**src/rtl/frame_buffer_sequencer_pkg.sv**
```systemverilog
// ============================================================================
// Module  : fb_seq_pkg
// Brief   : Shared types and constants for the frame buffer sequencer.
// Revision: 1.0 - initial release
// ============================================================================
`default_nettype none

package fb_seq_pkg;

    localparam int ADDR_W = 22;

    typedef enum logic [1:0] {
        ST_IDLE      = 2'd0,
        ST_ARMED     = 2'd1,
        ST_CAPTURE   = 2'd2,
        ST_WAIT_SWAP = 2'd3
    } fb_state_e;

    typedef enum logic {
        BUF_0 = 1'b0,
        BUF_1 = 1'b1
    } buf_sel_e;

endpackage

`default_nettype wire

```
**src/rtl/frame_buffer_sequencer_if.sv**
```systemverilog
// ============================================================================
// Module  : frame_buffer_sequencer_if
// Brief   : SDRAM FIFO address/load/write-enable bundle of the sequencer.
// Revision: 1.0 - initial release
// ============================================================================
`default_nettype none

interface frame_buffer_sequencer_if;
    import fb_seq_pkg::*;

    logic [ADDR_W-1:0] wr_base;
    logic [ADDR_W-1:0] rd_base;
    logic              wr_load;
    logic              rd_load;
    logic              wr_en;

    modport master (output wr_base, output rd_base, output wr_load, output rd_load, output wr_en);
    modport slave  (input  wr_base, input  rd_base, input  wr_load, input  rd_load, input  wr_en);
endinterface

`default_nettype wire

```
**src/rtl/frame_buffer_sequencer_frame_rate_counter.sv**
```systemverilog
// ============================================================================
// Module  : frame_rate_counter
// Brief   : Counts completed frames per CLK_HZ-cycle window (FRAME_RATE_EN).
// Revision: 1.0 - initial release
// ============================================================================
`default_nettype none

module frame_rate_counter #(
    parameter int CLK_HZ = 25000000
) (
    input  wire logic        clk,
    input  wire logic        reset_n,
    input  wire logic        frame_done,
    output logic [31:0]      rate
);
    localparam int WIN_W = (CLK_HZ > 1) ? $clog2(CLK_HZ) : 1;

    logic [WIN_W-1:0] r_win;
    logic [31:0]      r_frames;

    // A completion landing on the last window cycle still counts in that window.
    always_ff @(posedge clk or negedge reset_n) begin
        if (!reset_n) begin
            r_win    <= '0;
            r_frames <= '0;
            rate     <= '0;
        end else if (r_win == WIN_W'(CLK_HZ - 1)) begin
            r_win    <= '0;
            r_frames <= '0;
            rate     <= r_frames + {31'd0, frame_done};
        end else begin
            r_win    <= r_win + 1'b1;
            r_frames <= r_frames + {31'd0, frame_done};
        end
    end
endmodule

`default_nettype wire

```
**src/rtl/frame_buffer_sequencer.sv**
```systemverilog
// ============================================================================
// Module  : frame_buffer_sequencer
// Brief   : Double-buffer capture/display sequencer; FRAME_RATE_EN adds rate.
// Revision: 1.0 - initial release
// ============================================================================
`default_nettype none

module frame_buffer_sequencer
    import fb_seq_pkg::*;
#(
    parameter int                FRAME_PIXELS = 307200,
    parameter logic [ADDR_W-1:0] BUF0_BASE    = 22'h000000,
    parameter logic [ADDR_W-1:0] BUF1_BASE    = 22'h100000,
    parameter int                CLK_HZ       = 25000000
) (
    input  wire logic              clk,
    input  wire logic              reset_n,
    input  wire logic              capture_en,
    input  wire logic              cam_frame_start,
    input  wire logic              cam_pix_valid,
    input  wire logic              vga_frame_start,
    frame_buffer_sequencer_if.master sdram,
    output logic                   frame_done,
    output logic                   short_err,
    output logic [15:0]            drop_cnt,
    output logic [31:0]            rate
);
    localparam int CNT_W = $clog2(FRAME_PIXELS + 1);

    fb_state_e         r_state, w_state_next;
    logic [CNT_W-1:0]  r_pix_cnt;
    buf_sel_e          r_wr_sel, r_rd_sel, r_ready_sel;
    logic              r_pending;
    logic [ADDR_W-1:0] r_wr_base, r_rd_base;
    logic              r_wr_load, r_rd_load, r_wr_en, r_frame_done, r_short_err;
    logic [15:0]       r_drop_cnt;
    logic              w_start, w_restart, w_pix, w_complete, w_drop, w_swap, w_last;

    function automatic logic [ADDR_W-1:0] buf_base(input buf_sel_e sel);
        return (sel == BUF_1) ? BUF1_BASE : BUF0_BASE;
    endfunction

    assign w_last = (r_pix_cnt == CNT_W'(FRAME_PIXELS - 1));
    // pending is registered, so a completion coinciding with vblank swaps one vblank later
    assign w_swap = vga_frame_start && r_pending;

    always_ff @(posedge clk or negedge reset_n) begin
        if (!reset_n) r_state <= ST_IDLE;
        else          r_state <= w_state_next;
    end

    always_comb begin
        w_state_next = r_state;
        w_start      = 1'b0;
        w_restart    = 1'b0;
        w_pix        = 1'b0;
        w_complete   = 1'b0;
        w_drop       = 1'b0;
        case (r_state)
            ST_IDLE: if (capture_en) w_state_next = ST_ARMED;
            ST_ARMED: begin
                if (!capture_en) begin
                    w_state_next = ST_IDLE;
                end else if (cam_frame_start) begin
                    w_start      = 1'b1;
                    w_state_next = ST_CAPTURE;
                end
            end
            ST_CAPTURE: begin
                if (cam_frame_start) begin
                    w_restart = 1'b1;
                end else if (cam_pix_valid) begin
                    w_pix = 1'b1;
                    if (w_last) begin
                        w_complete   = 1'b1;
                        w_state_next = ST_WAIT_SWAP;
                    end
                end
            end
            ST_WAIT_SWAP: begin
                w_drop = cam_frame_start;
                if (!r_pending) w_state_next = capture_en ? ST_ARMED : ST_IDLE;
            end
            default: w_state_next = ST_IDLE;
        endcase
    end

    always_ff @(posedge clk or negedge reset_n) begin
        if (!reset_n) begin
            r_pix_cnt    <= '0;
            r_wr_sel     <= BUF_0;
            r_rd_sel     <= BUF_1;
            r_ready_sel  <= BUF_0;
            r_pending    <= 1'b0;
            r_wr_base    <= BUF0_BASE;
            r_rd_base    <= BUF1_BASE;
            r_wr_load    <= 1'b0;
            r_rd_load    <= 1'b0;
            r_wr_en      <= 1'b0;
            r_frame_done <= 1'b0;
            r_short_err  <= 1'b0;
            r_drop_cnt   <= '0;
        end else begin
            r_wr_load    <= w_start || w_restart;
            r_short_err  <= w_restart;
            r_wr_en      <= w_pix;
            r_frame_done <= w_complete;
            r_rd_load    <= vga_frame_start;
            if (w_start || w_restart) begin
                r_pix_cnt <= '0;
                r_wr_base <= buf_base(r_wr_sel);
            end else if (w_pix) begin
                r_pix_cnt <= r_pix_cnt + 1'b1;
            end
            if (w_complete) begin
                r_ready_sel <= r_wr_sel;
                r_pending   <= 1'b1;
            end
            // Writer always moves to the buffer the display is not reading
            if (w_swap) begin
                r_rd_sel  <= r_ready_sel;
                r_rd_base <= buf_base(r_ready_sel);
                r_wr_sel  <= (r_ready_sel == BUF_0) ? BUF_1 : BUF_0;
                r_pending <= 1'b0;
            end
            if (w_drop && r_drop_cnt != 16'hFFFF) r_drop_cnt <= r_drop_cnt + 16'd1;
        end
    end

    assign sdram.wr_base = r_wr_base;
    assign sdram.rd_base = r_rd_base;
    assign sdram.wr_load = r_wr_load;
    assign sdram.rd_load = r_rd_load;
    assign sdram.wr_en   = r_wr_en;
    assign frame_done    = r_frame_done;
    assign short_err     = r_short_err;
    assign drop_cnt      = r_drop_cnt;

`ifdef FRAME_RATE_EN
    frame_rate_counter #(
        .CLK_HZ     (CLK_HZ)
    ) u_frame_rate_counter (
        .clk        (clk),
        .reset_n    (reset_n),
        .frame_done (r_frame_done),
        .rate       (rate)
    );
`else
    localparam int c_unused_clk_hz = CLK_HZ;
    assign rate = '0;
`endif

endmodule

`default_nettype wire

```
**src/flat_wrapper.sv**
```systemverilog
// flat-port wrapper written by rule: the top's interface ports become plain ports
module frame_buffer_sequencer_flat import fb_seq_pkg::*;
#(
    parameter int                FRAME_PIXELS = 307200,
    parameter logic [ADDR_W-1:0] BUF0_BASE    = 22'h000000,
    parameter logic [ADDR_W-1:0] BUF1_BASE    = 22'h100000,
    parameter int                CLK_HZ       = 25000000
)
  (clk, reset_n, capture_en, cam_frame_start, cam_pix_valid, vga_frame_start, frame_done, short_err, drop_cnt, rate, sdram_wr_base, sdram_rd_base, sdram_wr_load, sdram_rd_load, sdram_wr_en);
  frame_buffer_sequencer_if sdram_i ();
  input  wire logic clk;
  input  wire logic reset_n;
  input  wire logic capture_en;
  input  wire logic cam_frame_start;
  input  wire logic cam_pix_valid;
  input  wire logic vga_frame_start;
  output logic frame_done;
  output logic short_err;
  output logic [15:0] drop_cnt;
  output logic [31:0] rate;
  output wire logic [$bits(sdram_i.wr_base)-1:0] sdram_wr_base;
  output wire logic [$bits(sdram_i.rd_base)-1:0] sdram_rd_base;
  output wire logic [$bits(sdram_i.wr_load)-1:0] sdram_wr_load;
  output wire logic [$bits(sdram_i.rd_load)-1:0] sdram_rd_load;
  output wire logic [$bits(sdram_i.wr_en)-1:0] sdram_wr_en;
  assign sdram_wr_base = sdram_i.wr_base;
  assign sdram_rd_base = sdram_i.rd_base;
  assign sdram_wr_load = sdram_i.wr_load;
  assign sdram_rd_load = sdram_i.rd_load;
  assign sdram_wr_en = sdram_i.wr_en;
  frame_buffer_sequencer #(.FRAME_PIXELS(FRAME_PIXELS), .BUF0_BASE(BUF0_BASE), .BUF1_BASE(BUF1_BASE), .CLK_HZ(CLK_HZ)) u_core (.clk(clk), .reset_n(reset_n), .capture_en(capture_en), .cam_frame_start(cam_frame_start), .cam_pix_valid(cam_pix_valid), .vga_frame_start(vga_frame_start), .sdram(sdram_i), .frame_done(frame_done), .short_err(short_err), .drop_cnt(drop_cnt), .rate(rate));
endmodule
```
**config.mk**
```make
export PLATFORM = sky130hd
export DESIGN_NAME = frame_buffer_sequencer_flat
export DESIGN_NICKNAME = d
export VERILOG_FILES = /design/src/rtl/frame_buffer_sequencer_pkg.sv /design/src/rtl/frame_buffer_sequencer_if.sv /design/src/rtl/frame_buffer_sequencer_frame_rate_counter.sv /design/src/rtl/frame_buffer_sequencer.sv /design/src/flat_wrapper.sv
export SDC_FILE = /design/constraint.sdc
export NUM_CORES = 1
export LEC_CHECK = 0
export BUFFER_PORTS_ARGS = -buffer_cell sky130_fd_sc_hd__buf_2
export CAP_MARGIN = 10
export CORE_ASPECT_RATIO = 2
export CORE_MARGIN = 2
export CORE_UTILIZATION = 37
export DETAILED_ROUTE_END_ITERATION = 10
export MAX_ROUTING_LAYER = met4
export SLEW_MARGIN = 15
export SYNTH_ARGS = -nofsm -noshare
export SYNTH_HDL_FRONTEND = slang
export SYNTH_HIERARCHICAL = 1
export SYNTH_SLANG_ARGS = --single-unit
```
**constraint.sdc**
```tcl
create_clock -name clk -period 2.5 [get_ports clk]
set_clock_uncertainty 0.2 [all_clocks]
set_input_delay 0.5 -clock clk [delete_from_list [all_inputs] [get_ports clk]]
set_output_delay 0.5 -clock clk [all_outputs]
set_load 0.02 [all_outputs]
```
# Yosys cells after proc, flatten, opt, wreduce, memory -nomap -nowiden
# Cells that the tools add are included.
[word_totals] regBits=89 in_bits=6 word_cells=61
[op_classes] add_sub_neg=2 n_eq_ne=11 mux=28 reduce_logical=7
[op_table] cell="21-bit 2-to-1 mux" n=2
[op_table] cell="19-bit 2-to-1 mux" n=2
[op_table] cell="19-bit by 1-bit adder with 19-bit output (second input constant)" n=1
[op_table] cell="19-bit equality test (second input constant)" n=1
[op_table] cell="16-bit by 1-bit adder with 16-bit output (second input constant)" n=1
[op_table] cell="1-bit 2-to-1 mux" n=16
[op_table] cell="16-bit inequality test (second input constant)" n=1
[op_table] cell="2-bit 2-to-1 mux" n=7
[op_table] cell="2-bit inequality test (second input constant)" n=4
[op_table] cell="2-bit case mux with 4 select lines" n=1
[op_table] cell="6-bit AND reduction" n=1
[op_table] cell="2-bit equality test (second input constant)" n=2
[op_table] cell="2-bit nonzero test" n=2
[op_table] cell="3-bit inequality test (second input constant)" n=1
[op_table] cell="2-bit by 1-bit equality test with 1-bit output (second input constant)" n=1
[op_table] cell="1-bit logical AND" n=2
[op_table] cell="2-bit zero test" n=1
[op_table] cell="2-bit by 1-bit inequality test with 1-bit output (second input constant)" n=1
[op_table] cell="1-bit logical OR" n=1

# Longest topological paths before layout
[depth] word_depth=7 depth_mapped=7 depth_no_buf=6

# Worst setup path after synthesis
# OpenSTA, ideal clock, no wires.
[synth_timing] kind="register to register" start="register u_core.r_drop_cnt[10], in the netlist u_core/drop_cnt[10]" end="register u_core.r_drop_cnt[2], in the netlist u_core/drop_cnt[2]" setup_time_ns=0.120 arrival_ns=1.642 required_time_ns=2.180 setup_slack_ns=0.538 stages_incl_launch_ff=7 path_buffers=1 period_less_slack_ns=1.962 cell_sequence="dfrtp_1 > and3_1 > and4_1 > a41oi_1 > buf_2 > a21oi_1 > a31o_2"
[synth_between] elab_chain_cells=2
[synth_lines] item="start: declaration" line_no="frame_buffer_sequencer.sv:36" rtl="logic [15:0] r_drop_cnt;"
[synth_lines] item="start signal: assignment" line_no="frame_buffer_sequencer.sv:126" rtl="if (w_drop && r_drop_cnt != 16'hFFFF) r_drop_cnt <= r_drop_cnt + 16'd1;"
[synth_lines] item="16-bit inequality test" line_no="frame_buffer_sequencer.sv:126"
[synth_lines] item="1-bit logical AND" line_no="frame_buffer_sequencer.sv:126"
# Every way passes these cells.
# A chain may end at the register's enable or synchronous reset.

# Worst setup path after layout
[layout_timing] start="register u_core.r_drop_cnt[6], in the netlist u_core/drop_cnt[6]" end="register u_core.r_drop_cnt[1], in the netlist u_core/drop_cnt[1]"
# The elaborated chain is that of the path after synthesis.

==> flow_summary.yaml <==
final_layout:
  fraction_of_final_layout_cells_sized_beyond_drive_strength_1: 0.174
  area_growth_syn_to_layout_pct: 4.16
  fillers: 765
  num_antenna_cells: 0
  design.final.nets: 323
cts:
  cts_made_buffers: 5
  clock_tree_from_tritoncts: "built"
  cts-hold-fix-buffers: 0
  post_cts.resized_instances: 0
  post-cts-setup-buffer-count: 0
  cts.sinks: 47
  clockBufferDepth: 2
  htreeDepth: 2
  path_clk_slew_ns: 0.06
  clk_root_buffer_cell: "clkbuf_16"
  worst_skew_pair.late_latency_ns: 0.29
synth:
  synthXorXnorAreaFrac: 0.0970
  compound_gate_fraction_of_synth_area: 0.0224
  syn-cell-area_sq_mm: 0.00280
  yosysSeqAreaShare: 0.421
  dominant_combinational_cell_family_by_area_after_synthesis: "buffers and inverters"
  synth_ff_type: "dfrtp_1"
  yosys.area_share.adder: 0.00894
  syn-instance-count: 283
  synth.avg_cell_area_sq_um: 9.89
  yosys.cell_types.count: 42
  number_of_enable_type_register_cells_in_the_synthesized_netlist: 0
  yosys_register_bits: 47
  synth-warning-count: 6
  async_set_or_reset_register_ratio_after_synthesis: 1.00
  post_synth_and_or_nand_nor_area_fraction: 0.214
  synth.area.mux_share: 0.0197
drt:
  dr.pass1.iters: 4
  final_antenna_net_count: 0
  number_of_violations_reported_at_the_end_of_detailed_routing_iteration_0: 79
  avgRoutedWirePerCell_um: 12.0
  vias: 1800
  drc: 0
  postRouteWirelength_um: 4910
  drt-vias-per-instance: 4.41
floorplanning:
  core.rowCount: 44
  total_core_area_sq_mm: 0.00732
  num_io_pins: 103
  fp.dieW_um: 65.5
  initial_core_util: 0.382
  fp.dieArea_sq_mm: 0.00831
  die-height_um: 127
power:
  total_power_mw: 1.56
  static-leakage-power_nw: 1.45
  worst_ir_drop_vdd_v: 0.000240
  power-per-cell-area_mw_per_mm2: 534
setup_path:
  worst_setup_path_end_kind: "flop"
  critPathTopFamily: "simple AND/OR/NAND/NOR gates"
  cell_chain_critical_path: "and3_1 -> and4_1 -> a41oi_1 -> buf_4 -> mux2_2"
  critical_path_buf_inv_count: 1
  critical_path_required_ns: 2.48
  worst_setup_path_start_kind: "flop"
  critPathMaxFanout: 11
  critical_path_arrival_ns: 1.96
  critPathKind: "reg -> reg"
  critical_path.max_stage_delay_ns: 0.43
  slowest_stage: "dfrtp_1"
hold_path:
  holdCritPathClass: "in -> async"
grt:
  grt_antenna_before_repair: 0
  first_global_vias: 1598
  grt-ovfl-total: 0
  grt_first_pass_wirelength_um: 7820
  grt_resource_usage_total: 0.127
  pin_count_of_the_biggest_net_entering_global_routing: 48
placed_design:
  io_buffers: 28
  dp_hpwl_um: 3730
  globalplace.congestion: 0.822
  placement.setup.worst_slack_ns: 0.456
flow_run:
  drv_cap: 0
sta:
  tns_ns: 0
  maxSlewHeadroom: 0.600
  post-route-min-period_ns: 1.99
  grt_setup_unrepaired: "false"
  slew_violations: 0
  final_hold_viol_count: 0
  tightest_slew_ns: 0.600
  layout_worst_path_cycle_share: 0.794
  setup_slack_ns: 0.514
  setup-violations-final: 0
  final_worst_hold_slack_ns: 0.106
  max_clock_freq_mhz: 504
status:
  status: "completed"
==> layout make-up <==
class	instances	area (sq um)	share of cell area
clock buffers	7	133	0.0455
clock inverters	1	5.00	0.00172
inverters	4	15.0	0.00515
multi-input cells	224	1290	0.443
flip-flops and latches	47	1180	0.404
well taps	92	115	0.0395
repair buffers	33	178	0.0610
==> cells by family after synthesis <==
logic type / Yosys count
mux: 5
simple gates: 102
buf+inv: 85
xor+xnor: 31
other cells: 1
fa+ha+maj: 2
compound gates: 10
flops: 47
==> where the power goes <==
part,switching (mW),internal [mW],total (mW)
clock,0.270,0.370,0.639
sequential,0.00284,0.766,0.769
combinational,0.132,0.0146,0.147
total,0.405,1.15,1.56
==> worst paths after layout <==
kind	from	to	slack (ns)	depth (start not counted)
max in group asynchronous	reset_n	u_core/drop_cnt[3]	1.59	2
hold / removal	reset_n	u_core/drop_cnt[6]	0.11	2
setup reg to reg	u_core/drop_cnt[6]	u_core/drop_cnt[1]	0.51	5
setup / recovery	u_core/drop_cnt[6]	u_core/drop_cnt[1]	0.51	5
min in group clk	vga_frame_start	u_core/sdram.rd_load	0.15	1
hold reg to reg	u_core/r_ready_sel	u_core/r_wr_sel	0.29	1
==> stage by stage <==
step | instances | instance area (sq um) | utilization
floorplan | 356 | 3070 | -
global placement | 400 | 2780 | 0.379
detailed placement | 400 | 2780 | 0.379
CTS | 408 | 2910 | 0.398
global route | 408 | 2910 | 0.398
finish | 408 | 2910 | 0.398
==> state kept, by name (all words and copies together), names as in the netlist, named ones only <==
| register | flops |
|---|---|
| u_core/sdram.wr_load | 1 |
| u_core/frame_done | 1 |
| u_core/sdram.wr_base | 1 |
| u_core/r_pix_cnt | 19 |
| u_core/sdram.rd_base | 1 |
| u_core/drop_cnt | 16 |
| u_core/r_state | 1 |
| u_core/r_pending | 1 |
| u_core/sdram.rd_load | 1 |
| u_core/r_ready_sel | 1 |
| u_core/sdram.wr_en | 1 |
| u_core/r_wr_sel | 1 |
| u_core/short_err | 1 |
==> per-layer routing <==
metal	GRT usage	wire length, um	vias up
li1	-	-	854
met1	0.123	1690	865
met2	0.230	2840	73
met3	0.0290	272	8
met4	0.0600	110	0
met5	-	0	-
==> worst reg2reg max path: cells and delay by family, from the launching register on <==
kind | cells | cell delay, ns
buffers and inverters | 1 | 0.21
AO/OA/AOI/OAI | 1 | 0.21
flip-flops | 1 | 0.43
multiplexers | 1 | 0.34
AND/OR/NAND/NOR | 2 | 0.49
==> placed cells by master, fill, tap and decap left out, types with 4 or more instances in the layout <==
cell type  synthesis  routed
and3_1             9       9
buf_2              2      28
buf_4             75       5
clkbuf_16          0       5
conb_1             1      74
dfrtp_1           46      46
inv_1              4       4
mux2_2             4       4
nand2_1           15      15
nand3_1           10      10
nand4_1            9       9
nor2_1            28      28
nor3_1             7       7
xnor2_1           22      22
xor2_1             9       9
==> Yosys cell counts (all sizes together) (8+ instances only) <==
| cell type | instances | area share |
|---|---|---|
| buf | 77 | 0.20 |
| nand3 | 11 | 0.024 |
| nand4 | 10 | 0.025 |
| xnor2 | 22 | 0.069 |
| dfrtp | 46 | 0.41 |
| and3 | 9 | 0.020 |
| nor3 | 8 | 0.016 |
| nand2 | 15 | 0.020 |
| xor2 | 9 | 0.028 |
| nor2 | 29 | 0.040 |
Power figures use the tool's default switching activity.
